## src/rtl/cdb_pkg.sv

```systemverilog
// -----------------------------------------------------------------------------
// cdb_pkg
// Shared defaults for the common-data-bus arbiter: requester count, tag and
// result widths, the reserved "no dependency" tag, and a helper that sizes
// index/pointer fields.
// No ports (package).
// -----------------------------------------------------------------------------
package cdb_pkg;

    localparam int N_REQ_DEF  = 4;   // functional units competing for the bus
    localparam int TAG_W_DEF  = 3;   // reservation-station tag width
    localparam int DATA_W_DEF = 16;  // broadcast result width

    // Tag 0 marks "no dependency"; it is never broadcast.
    localparam int TAG_NONE   = 0;

    // Width of an index into n requesters; at least one bit so a single
    // requester still gets a legal vector.
    function automatic int idx_w(input int n);
        return (n > 1) ? $clog2(n) : 1;
    endfunction

endpackage

```

## src/rtl/rr_pick.sv

```systemverilog
// -----------------------------------------------------------------------------
// rr_pick
// Purely combinational round-robin picker. Searches the eligible vector
// starting at ptr_i, wrapping through N-1 back to 0; the first set bit wins.
//
// Ports
//   elig_i    [N-1:0]      eligible requesters
//   ptr_i     [PTR_W-1:0]  index with highest priority this cycle
//   winner_o  [N-1:0]      one-hot winner, zero when nothing is eligible
//   found_o                a winner exists
// -----------------------------------------------------------------------------
module rr_pick
    import cdb_pkg::*;
#(
    parameter int N     = N_REQ_DEF,
    parameter int PTR_W = idx_w(N)
) (
    input  logic [N-1:0]     elig_i,
    input  logic [PTR_W-1:0] ptr_i,
    output logic [N-1:0]     winner_o,
    output logic             found_o
);

    // Two ascending passes: first the indices at or above ptr, then the ones
    // below it. This is the wrap-around search without any modulo arithmetic.
    always_comb begin
        // NOTE: every output gets a default before the search so no path
        // leaves a value unassigned, which would infer a latch.
        winner_o = '0;
        found_o  = 1'b0;
        for (int i = 0; i < N; i++) begin
            if (!found_o && elig_i[i] && (i >= int'(ptr_i))) begin
                winner_o[i] = 1'b1;
                found_o     = 1'b1;
            end
        end
        for (int i = 0; i < N; i++) begin
            if (!found_o && elig_i[i]) begin
                winner_o[i] = 1'b1;
                found_o     = 1'b1;
            end
        end
    end

endmodule

```

## src/rtl/cdb_arbiter.sv

```systemverilog
// -----------------------------------------------------------------------------
// cdb_arbiter
// Round-robin arbiter for a Tomasulo-style common data bus. Each cycle at most
// one functional unit wins and its tag/result are broadcast (registered, one
// edge after the request). A unit just granted is locked out for one cycle so
// a request still high while it reacts to the grant is harmless, and a lone
// requester is served at most every second cycle. Requests carrying tag 0 are
// ignored and flagged on tag_err.
//
// Ports
//   CLK                          rising-edge clock
//   CLR                          asynchronous active-low reset
//   req      [N_REQ-1:0]         request per functional unit
//   tag_in   [N_REQ*TAG_W-1:0]   producing-station tag, slice i for req[i]
//   data_in  [N_REQ*DATA_W-1:0]  result value, slice i for req[i]
//   grant    [N_REQ-1:0]         registered one-hot (or zero) acknowledge
//   cdb_valid                    registered broadcast strobe
//   cdb_tag  [TAG_W-1:0]         registered broadcast tag (held when idle)
//   cdb_data [DATA_W-1:0]        registered broadcast data (held when idle)
//   tag_err                      pulse: some request carried tag 0
//   bcast_cnt    [15:0]          (CDB_ARBITER_PERF_CNT_EN) cycles with cdb_valid
//   conflict_cnt [15:0]          (CDB_ARBITER_PERF_CNT_EN) edges with >=2 eligible
//
// Build option: define CDB_ARBITER_PERF_CNT_EN to add the saturating
// performance counters; without it those ports do not exist.
// -----------------------------------------------------------------------------
module cdb_arbiter
    import cdb_pkg::*;
#(
    parameter int N_REQ  = N_REQ_DEF,
    parameter int TAG_W  = TAG_W_DEF,
    parameter int DATA_W = DATA_W_DEF
) (
    input  logic                    CLK,
    input  logic                    CLR,
    input  logic [N_REQ-1:0]        req,
    input  logic [N_REQ*TAG_W-1:0]  tag_in,
    input  logic [N_REQ*DATA_W-1:0] data_in,
    output logic [N_REQ-1:0]        grant,
    output logic                    cdb_valid,
    output logic [TAG_W-1:0]        cdb_tag,
    output logic [DATA_W-1:0]       cdb_data,
    output logic                    tag_err
`ifdef CDB_ARBITER_PERF_CNT_EN
    ,
    output logic [15:0]             bcast_cnt,
    output logic [15:0]             conflict_cnt
`endif
);

    localparam int PTR_W = idx_w(N_REQ);

    logic [N_REQ-1:0]  grant_q,  grant_d;   // also serves as the lockout state
    logic              valid_q,  valid_d;
    logic [TAG_W-1:0]  tag_q,    tag_d;
    logic [DATA_W-1:0] data_q,   data_d;
    logic              err_q,    err_d;
    logic [PTR_W-1:0]  ptr_q,    ptr_d;

    logic [N_REQ-1:0]  tag_zero;
    logic [N_REQ-1:0]  elig;
    logic [N_REQ-1:0]  winner;
    logic              found;
    logic [PTR_W-1:0]  win_idx;
    logic [TAG_W-1:0]  sel_tag;
    logic [DATA_W-1:0] sel_data;

    // Eligibility: requesting, real tag, and not granted last cycle.
    always_comb begin
        for (int i = 0; i < N_REQ; i++) begin
            tag_zero[i] = (tag_in[i*TAG_W +: TAG_W] == TAG_W'(TAG_NONE));
        end
        elig = req & ~tag_zero & ~grant_q;
    end

    rr_pick #(
        .N     (N_REQ),
        .PTR_W (PTR_W)
    ) u_rr_pick (
        .elig_i   (elig),
        .ptr_i    (ptr_q),
        .winner_o (winner),
        .found_o  (found)
    );

    // Winner is one-hot, so at most one iteration fires.
    always_comb begin
        sel_tag  = '0;
        sel_data = '0;
        win_idx  = '0;
        for (int i = 0; i < N_REQ; i++) begin
            if (winner[i]) begin
                sel_tag  = tag_in[i*TAG_W +: TAG_W];
                sel_data = data_in[i*DATA_W +: DATA_W];
                win_idx  = PTR_W'(i);
            end
        end
    end

    // Next state: broadcast on a win, otherwise hold tag/data/ptr.
    always_comb begin
        grant_d = winner;
        valid_d = found;
        tag_d   = found ? sel_tag  : tag_q;
        data_d  = found ? sel_data : data_q;
        err_d   = |(req & tag_zero);
        ptr_d   = ptr_q;
        if (found) begin
            ptr_d = (win_idx == PTR_W'(N_REQ - 1)) ? '0 : win_idx + PTR_W'(1);
        end
    end

    always_ff @(posedge CLK or negedge CLR) begin
        if (!CLR) begin
            grant_q <= '0;
            valid_q <= 1'b0;
            tag_q   <= '0;
            data_q  <= '0;
            err_q   <= 1'b0;
            ptr_q   <= '0;
        end else begin
            // NOTE: non-blocking assignments so every register samples the
            // pre-edge values regardless of statement order.
            grant_q <= grant_d;
            valid_q <= valid_d;
            tag_q   <= tag_d;
            data_q  <= data_d;
            err_q   <= err_d;
            ptr_q   <= ptr_d;
        end
    end

    assign grant     = grant_q;
    assign cdb_valid = valid_q;
    assign cdb_tag   = tag_q;
    assign cdb_data  = data_q;
    assign tag_err   = err_q;

`ifdef CDB_ARBITER_PERF_CNT_EN
    logic [15:0] bcast_q, conflict_q;
    logic        multi_elig;

    // Two or more bits set: clearing the lowest set bit leaves something.
    assign multi_elig = |(elig & (elig - N_REQ'(1)));

    always_ff @(posedge CLK or negedge CLR) begin
        if (!CLR) begin
            bcast_q    <= '0;
            conflict_q <= '0;
        end else begin
            if (valid_q && (bcast_q != 16'hFFFF)) begin
                bcast_q <= bcast_q + 16'd1;
            end
            if (multi_elig && (conflict_q != 16'hFFFF)) begin
                conflict_q <= conflict_q + 16'd1;
            end
        end
    end

    assign bcast_cnt    = bcast_q;
    assign conflict_cnt = conflict_q;
`endif

endmodule

```

## config.mk

```make
export PLATFORM = sky130hd
export DESIGN_NAME = cdb_arbiter
export DESIGN_NICKNAME = d
export VERILOG_FILES = /design/src/rtl/cdb_pkg.sv /design/src/rtl/rr_pick.sv /design/src/rtl/cdb_arbiter.sv
export SDC_FILE = /design/constraint.sdc
export NUM_CORES = 1
export LEC_CHECK = 0
export ABC_CLOCK_PERIOD_IN_PS = 2700
export CORE_ASPECT_RATIO = 1.2
export CORE_MARGIN = 4
export CORE_UTILIZATION = 37
export DETAILED_ROUTE_END_ITERATION = 8
export GPL_TIMING_DRIVEN = 0
export PLACE_DENSITY = 0.93
export SYNTH_ARGS = -nofsm -noshare
export SYNTH_HDL_FRONTEND = slang
export SYNTH_HIERARCHICAL = 1
export SYNTH_SLANG_ARGS = --single-unit
```

## constraint.sdc

```tcl
create_clock -name CLK -period 2.7 [get_ports CLK]
set_input_delay 0.54 -clock CLK [delete_from_list [all_inputs] [get_ports CLK]]
set_output_delay 0.54 -clock CLK [all_outputs]
set_load 0.1 [all_outputs]
```

==> results of run 1 <==
cell type report:
cell class / count / area (um^2) / share of cell area [%]
Clock buffer: 4 / 45.0 / 1.52
Inverter: 2 / 7.51 / 0.253
Buffer: 15 / 86.3 / 2.90
Sequential cell: 27 / 676 / 22.7
Timing Repair Buffer: 110 / 1090 / 36.5
Tap cell: 56 / 70.1 / 2.36
Multi-Input combinational cell: 148 / 1000 / 33.7
final timing paths:
check / end / cells after the start / startpoint
setup / recovery: cdb_tag[1] / 10 / tag_in[4]
hold / removal: cdb_data[7] / 1 / CLR
setup reg to reg: cdb_tag[1] / 8 / grant[1]
hold reg to reg: cdb_tag[0] / 2 / cdb_tag[0]
max in group asynchronous: cdb_data[15] / 1 / CLR
min in group CLK: cdb_tag[0] / 2 / cdb_tag[0]
synth_stat cells (all sizes together):
master   number  area, um^2
a21oi         5        25.0
a22oi         3        22.5
a2bb2oi       1        15.0
a31oi         3        18.8
a41oi        16         185
and2          1        6.26
and3b         2        17.5
buf           8        46.3
clkbuf        7        26.3
dfrtp        27         676
inv           2        7.50
mux2          1        11.3
nand2        37         139
nand2b        1        6.26
nand3b       35         263
nor2          4        15.0
nor2b         3        18.8
nor3          4        20.0
nor3b         5        48.8
o21a          1        7.51
o21ai        23         115
o221a         2        22.5
o22ai         1        6.26
worst max-delay path: cells and delay by family:
| family | cells | cell delay [ps] |
|---|---|---|
| buffers and inverters | 3 | 900 |
| and+or+nand+nor | 3 | 530 |
| AOI/OAI and AO/OA | 4 | 750 |
registers in the layout (all words and copies together) (netlist names):
register	flops
cdb_data	16
grant	4
cdb_tag	3
ptr_q	2
cdb_valid	1
tag_err	1
power by group:
group,switching (mW),total (mW),internal (mW)
combinational,1.81,2.54,0.729
clock,0.124,0.229,0.106
sequential,0.118,0.705,0.587
total,2.05,3.47,1.42
routing by layer:
metal	vias to the layer above	global-route usage (%)	part of all wire, %
li1	936	-	-
met1	952	24.8	40
met2	104	36.8	50
met3	10	5.45	8.6
met4	0	5.56	1.3
met5	-	0	0
logic make-up after synthesis:
group / share of synthesized area [%]
mux: 0.655
simple gates: 31.1
buf+inv: 4.66
compound gates: 24.3
flops: 39.3
repair_timing:
item | CTS | global route
gates resized for setup | 4 | 13
pin swaps | 2 | 3
setup buffers | 4 | 0
setup endpoints to repair | 20 | 21
==> run summary, run 1 <==
============================================================================
Power per unit of standard cell area                            1170 nW/um^2
Maximum ir drop on the vdd rail                                     0.850 mV
Critical path, cell by cell                                     clkdlybuf4s50_1 -> nor3_1 -> nor3b_2 -> nor2_1 -> o21ai_0 -> o21ai_2 -> clkbuf_4 -> clkbuf_4 -> a22oi_1 -> a31oi_1
Highest clock rate                                                   387 MHz
Worst Max-Slew Pin Slew                                               995 ps
DRT Wirelength                                                       6.13 mm
Die Ht                                                               82.7 um
NumNets Final                                                            389
Global-route wire length before repair                               9.58 mm
Initial core utilization                                               39.4%
Tmin final                                                           2580 ps
Crit path launch type                                           primary input
Worst Hold Slack                                                      271 ps
Overflow after GRT                                                         0
Area added between synthesis and finish                                72.9%
Via count normalized by instance count                                  5.53
Initial antenna violation count                                            0
Count of different cell masters after synthesis                           27
Clock-pin transition on the worst setup and hold timing paths          90 ps
Finished Cell Area                                                 2970 um^2
Mean area per synthesized cell                                     8.95 um^2
Total power                                                          3.47 mW
Hold buffer count at cts                                                   0
Number of top-level pins                                                 107
Setup clock skew after layout                                        3.57 ps
Final clock period utilization by the worst path                       95.6%
Cell chosen for the clock root                                      clkbuf_8
Number of nets with antenna violations after routing                       0
Run status                                                      complete, no violations
Fin. Hold Viols                                                            0
Sink count of the clock tree                                              27
Wire length per cell                                                 16.9 um
Core Box Area                                                      4360 um^2
Smallest setup slack after layout                                     119 ps
Die Footprint                                                      5810 um^2
#FFs+latches synth                                                        27
Critical path fanouts, max                                                10
Final weighted congestion in routability-driven placement              0.787
Fin Setup TNS                                                           0 ps
Required time at the worst-slack endpoint                            2850 ps
Detailed Route Iter0 Violations                                          100
Worst setup path class                                                in2reg
H-tree level count                                                         1
Share of layout cells above drive strength 1                           12.1%
Post-Place Setup Slack                                               -752 ps
Number of buffers inserted during clock tree synthesis                     3
Number of non-filler instances in the completed layout                   362
Max-slew violations                                                        0
Slowest stage cell on the critical path                         clkdlybuf4s50_1
Iteration count of the initial detailed-routing pass                       4
Max clock buf depth                                                        2
Placed instance count                                                    354
Placement-stage cell area                                          2850 um^2
Warnings, synthesis                                                        6
Antenna cells                                                              0
Sequential share of the synthesized area                               39.3%
Leading cell type in the layout, fill and taps excluded         clkdlybuf4s50_1
CTS tree                                                                 yes
Critical Path Sink Type                                                 flop
Number of fill cells                                                     369
DRC                                                                        0
Cell area after technology mapping                                 1720 um^2
Cell mode on critical path                                          clkbuf_4
Slowest Stage Delay on Critical Path                                  490 ps
Register-to-register path setup slack                                 550 ps
Utilization after layout                                               68.2%
Clock latency on the worst-skew pair                                  270 ps
Count of input and output buffers                                        106
Max-cap check violation count                                              0
Via count                                                               2002
Headroom to the max-slew limit                                         33.4%
Pin count of the biggest net entering global routing                      28
DPL Wire Length                                                      4.65 mm
Syn_nets                                                                 274
Count of standard-cell rows                                               26
Number of instances in the synthesized netlist                           192
Setup-violating endpoint count in the final report                         0
Signal arrival time at the worst endpoint                            2730 ps
Leakage power figure                                                 1.08 nW
Class of the tightest hold or removal check                         in2async
Commonest cells after routing, fill and taps aside              clkdlybuf4s50_1, nand2_1, nand3b_1, dfrtp_1, o21ai_0
Vias in the first global route                                          2081
Die X                                                                70.2 um
Tot GR Track Use                                                       20.7%
============================================================================
(Power assumes the default switching activity.)
==> run 2: changes to the inputs <==
Settings changed: CELL_PAD_IN_SITES_DETAIL_PLACEMENT set to 0, CELL_PAD_IN_SITES_GLOBAL_PLACEMENT set to 1, CORE_UTILIZATION 37 to 26.
==> run summary, run 2 (synthesis results as in run 1) <==
============================================================================
Worst Hold Slack                                                      276 ps   +4.13 ps
Hold buffer count at cts                                                   0   unchanged
Unrepaired setup endpoints after global routing                           no
Area added between synthesis and finish                                75.1%
Cell chosen for the clock root                                      clkbuf_8
Placed instance count                                                    383   +8.2%
Maximum ir drop on the vdd rail                                     0.543 mV   -36%
Max-slew violations                                                        0   unchanged
Die Footprint                                                      7980 um^2   +37%
Antenna cells                                                              0   unchanged
Max clock buf depth                                                        2   unchanged
DPL Wire Length                                                      4.76 mm   +2.5%
DRC                                                                        0   unchanged
Share of layout cells above drive strength 1                           12.1%   unchanged
Power per unit of standard cell area                            1160 nW/um^2   -0.58%
Placement-stage cell area                                          2890 um^2   +1.3%
Die X                                                                82.2 um   +17%
CTS tree                                                                 yes
Area used by multi-input combinational logic                       1010 um^2   +0.62%
Clock-pin transition on the worst setup and hold timing paths         100 ps   about the same
Number of nets with antenna violations after routing                       0   unchanged
Via count normalized by instance count                                  5.01   -9.4%
Via count                                                               1960   -2.1%
Tot GR Track Use                                                       15.8%   -4.9 points
Initial antenna violation count                                            0   unchanged
H-tree level count                                                         1   unchanged
Sequential cell area                                                676 um^2   unchanged
Die Ht                                                               97.1 um   +17%
Global-route wire length before repair                               9.83 mm   +2.6%
Number of non-filler instances in the completed layout                   391   +8.0%
Fin. Hold Viols                                                            0   unchanged
Run status                                                      complete, no violations
Number of top-level pins                                                 107   unchanged
Count of input and output buffers                                        106   unchanged
Clock latency on the worst-skew pair                                  280 ps   about the same
Final clock period utilization by the worst path                       93.7%   -1.9 points
Count of standard-cell rows                                               32   +23%
Setup clock skew after layout                                        12.5 ps   +8.93 ps
Highest clock rate                                                   395 MHz   +2.0%
Max reg flops                                                             16   unchanged
Leading cell type in the layout, fill and taps excluded         clkdlybuf4s50_1
Number of fill cells                                                     644   +75%
Leakage power figure                                                 1.08 nW   about the same
Worst setup path class                                                in2reg
Initial core utilization                                               26.7%   -13 points
Wire length per cell                                                 16.6 um   -1.6%
Commonest cells after routing, fill and taps aside              clkdlybuf4s50_1, nand2_1, nand3b_1, dfrtp_1, o21ai_0
Signal arrival time at the worst endpoint                            2730 ps   about the same
Utilization after layout                                               46.7%   -21 points
NumNets Final                                                            389   unchanged
Class of the tightest hold or removal check                         in2async
Crit path launch type                                           primary input
Critical Path Sink Type                                                 flop
Post-Place Setup Slack                                               -732 ps   +19.8 ps
Sink count of the clock tree                                              27   unchanged
Number of buffers inserted during clock tree synthesis                     3   unchanged
Smallest setup slack after layout                                     170 ps   +51.8 ps
Total power                                                          3.50 mW   +0.67%
Iteration count of the initial detailed-routing pass                       6   +2
Overflow after GRT                                                         0   unchanged
Setup-violating endpoint count in the final report                         0   unchanged
Critical path fanouts, max                                                10   unchanged
Fin Setup TNS                                                           0 ps   unchanged
Required time at the worst-slack endpoint                            2900 ps   +50 ps
Max-cap check violation count                                              0   unchanged
Tmin final                                                           2530 ps   -51.8 ps
Worst Max-Slew Pin Slew                                               994 ps   -1.49 ps
Vias in the first global route                                          2068   -0.62%
Detailed Route Iter0 Violations                                           59   -41%
DRT Wirelength                                                       6.51 mm   +6.3%
Finished Cell Area                                                 3010 um^2   +1.3%
Core Box Area                                                      6450 um^2   +48%
Pin count of the biggest net entering global routing                      28   unchanged
Headroom to the max-slew limit                                         33.5%   +0.10 points
Final weighted congestion in routability-driven placement              0.814   +3.4%
============================================================================
## run 2: cell types whose count changed in the layout (fill, tap and decap cells not counted)
| cell | delta |
|---|---|
| buf_2 | +2 |
| nor3b_2 | -1 |
| buf_4 | -1 |
| nor3b_4 | +1 |
| clkbuf_4 | -1 |
## run 2: power breakdown
group | internal, mW | switching, mW
Clock | 0.106 | 0.135
Sequential | 0.586 | 0.117
Combinational | 0.732 | 1.82
## run 2: worst max-delay path, cell delays in order
cell and delay, ps:
clkdlybuf4s50_1 420, nor3_1 350, nor3b_2 130, nor2_1 190
o221a_2 280, buf_2 230, clkbuf_4 260, nand3b_1 110
a41oi_1 210
## run 2: worst paths after layout
path                                     to  depth (start not counted)  slack [ps]  startpoint
min in group CLK                 cdb_tag[0]                          2         590  cdb_tag[0]
max in group asynchronous          ptr_q[0]                          1        2010         CLR
worst max-delay path            cdb_data[3]                          9         170   tag_in[0]
worst min register to register   cdb_tag[0]                          2         590  cdb_tag[0]
worst max register to register  cdb_data[1]                          9         610    grant[1]
worst min-delay path               ptr_q[1]                          1         280         CLR
## run 2: routing by layer
metal  GRT usage [%]  wire length (um)
met5               0                 0
met2            27.3              3210
met3            4.27               629
met4            2.56                24
met1            19.5              2640
## run 2: repair_timing
item / 4_1_cts / 5_1_grt
setup buffers: 2 / 2
setup endpoints to repair: 20 / 21
gates resized for setup: 4 / 11
hold endpoints to repair: 0 / 0
pin swaps: 1 / 2
## run 2: cell type report
cell class              instances  area share, %
plain buffers                  15           2.70
multi-input cells             148           33.5
inverters                       2          0.249
repair buffers                110           36.1
clock buffers                   4           1.50
flip-flops and latches         27           22.4
well taps                      85           3.53
==> run 3: changes to the inputs <==
Settings changed: ABC_CLOCK_PERIOD_IN_PS 2700 to not set, SKIP_CTS_REPAIR_TIMING set to 1.
==> run summary, run 3 (synthesis results as in run 1) <==
============================================================================
Pin count of the biggest net entering global routing                      28   unchanged
Class of the tightest hold or removal check                         in2async
Length of routed met3 wiring                                          702 um   +12%
Routed metal-1 wire length                                           2.58 mm   -2.3%
Worst setup path class                                                in2reg
Final weighted congestion in routability-driven placement              0.814   unchanged
Switching power                                                      2.06 mW   -0.69%
Proportion of power drawn by combinational gates                       73.0%   about the same
Switching part of the total                                            59.3%   +0.067 points
Max reg flops                                                             16   unchanged
Setup-violating endpoint count in the final report                         0   unchanged
Number of non-filler instances in the completed layout                   390   -0.26%
Required time at the worst-slack endpoint                            2900 ps   about the same
DRT Wirelength                                                       6.48 mm   -0.48%
Die Ht                                                               97.1 um   unchanged
Count of input and output buffers                                        106   unchanged
Clock latency on the worst-skew pair                                  270 ps   about the same
Power per unit of standard cell area                            1160 nW/um^2   -0.18%
Number of fill cells                                                     641   -0.47%
Critical Path Sink Type                                                 flop
Fin. Hold Viols                                                            0   unchanged
Headroom to the max-slew limit                                         33.5%   about the same
Max-slew violations                                                        0   unchanged
Max-cap check violation count                                              0   unchanged
Share of layout cells above drive strength 1                           11.8%   -0.29 points
Tmin final                                                           2540 ps   +12.8 ps
Placed instance count                                                    383   unchanged
Number of top-level pins                                                 107   unchanged
Via count                                                               1960   unchanged
Die Footprint                                                      7980 um^2   unchanged
Initial core utilization                                               26.7%   unchanged
Commonest cells after routing, fill and taps aside              clkdlybuf4s50_1, nand2_1, nand3b_1, dfrtp_1, o21ai_0
Worst Max-Slew Pin Slew                                               994 ps   -0.174 ps
Vias in the first global route                                          2040   -1.4%
Number of nets with antenna violations after routing                       0   unchanged
Wire length on met2                                                  3.18 mm   -1.1%
NumNets Final                                                            388   -0.26%
CTS tree                                                                 yes
Leakage power figure                                                 1.07 nW   -0.54%
Global-route wire length before repair                               9.72 mm   -1.1%
Area added between synthesis and finish                                74.0%
Setup clock skew after layout                                        10.0 ps   -2.46 ps
Iteration count of the initial detailed-routing pass                       4   -2
Number of buffers inserted during clock tree synthesis                     3   unchanged
Cell chosen for the clock root                                      clkbuf_8
Detailed Route Iter0 Violations                                           76   +29%
Initial antenna violation count                                            0   unchanged
Run status                                                      complete, no violations
DRC                                                                        0   unchanged
Maximum ir drop on the vdd rail                                     0.543 mV   about the same
Worst reg2reg startpoint                                            grant[2]
Highest clock rate                                                   393 MHz   -0.50%
Wire length per cell                                                 16.6 um   -0.22%
H-tree level count                                                         1   unchanged
Highest routing layer actually used                                     met4
Crit path launch type                                           primary input
Clock-pin transition on the worst setup and hold timing paths         100 ps   about the same
Die X                                                                82.2 um   unchanged
Tot GR Track Use                                                       15.6%   -0.19 points
Overflow after GRT                                                         0   unchanged
Count of standard-cell rows                                               32   unchanged
DPL Wire Length                                                      4.76 mm   unchanged
R2R cell count                                                             8   -1
Clock share of power                                                    6.8%   about the same
Sink count of the clock tree                                              27   unchanged
Leading cell type in the layout, fill and taps excluded         clkdlybuf4s50_1
Unrepaired setup endpoints after global routing                           no
Final clock period utilization by the worst path                       94.2%   +0.48 points
Signal arrival time at the worst endpoint                            2740 ps   about the same
Critical path fanouts, max                                                10   unchanged
Capture point of the worst reg-to-reg path                        cdb_tag[1]
Via count normalized by instance count                                  5.03   +0.26%
P_int                                                                1.41 mW   -0.96%
Total power                                                          3.47 mW   -0.80%
Register-to-register path setup slack                                 580 ps   -30 ps
Core Box Area                                                      6450 um^2   unchanged
Max clock buf depth                                                        2   unchanged
Antenna cells                                                              0   unchanged
Proportion of power drawn by flip-flops and latches                    20.2%   about the same
============================================================================
==> run 3: changes by cell type in the layout (fill, tap and decap cells not counted), sizes merged <==
cell    change
buf         +1
clkbuf      -2
==> run 3: worst max-delay path by stage <==
stage                          from     endpoint  slack [ps]  cells past startpoint
final                     tag_in[0]  cdb_data[3]         160                      9
after global routing      tag_in[6]  cdb_data[4]           3                     10
after CTS                 tag_in[7]   cdb_tag[1]        -460                      9
after detailed placement  tag_in[7]   cdb_tag[1]        -730                      9
after global placement    tag_in[6]  cdb_data[4]        -710                      9
after floorplan            grant[2]  cdb_data[0]          20                      7
==> run 3: power groups by stage <==
stage	Sequential, mW	Clock (mW)	Combinational (mW)
2_1_floorplan	1.90	0	0.614
5_1_grt	0.725	0.268	2.66
3_3_place_gp	0.699	0	2.49
3_5_place_dp	0.703	0	2.51
4_1_cts	0.695	0.244	2.52
6_report	0.699	0.238	2.53
==> run 3: per-layer routing <==
metal  vias up  track usage, %
met5         -               0
met4         0            2.43
met3         2            4.17
met2        96            26.8
met1       925            19.5
li1        937               -
==> run 3: critical path, stage by stage <==
cell	delay, ps
clkdlybuf4s50_1	420
nor3_1	350
nor3b_2	130
nor2_1	190
o221a_2	280
buf_2	240
clkbuf_4	260
nand3b_1	110
a41oi_1	210
==> run 3: cell type report <==
class / instances / area (um^2) / area share [%]
multi-input combinational: 148 / 1000 / 33.5
inverter: 2 / 7.51 / 0.251
tap: 85 / 106 / 3.55
buffer: 15 / 76.3 / 2.55
sequential: 27 / 676 / 22.6
timing repair buffer: 109 / 1080 / 36.1
clock buffer: 4 / 45.0 / 1.51
==> run 3: metrics by stage <==
stage                     hold WS [ps]  utilization (%)  instance area, um^2  TNS (ps)  worst slack [ps]
after floorplan                    244                -                 1720         0              21.6
after global placement             568             44.8                 2890    -13810              -712
after detailed placement           575             44.8                 2890    -14300              -732
after CTS                          596             45.5                 2930     -8590              -461
after global routing               313             46.4                 2990         0              3.50
final                              277             46.4                 2990         0               158
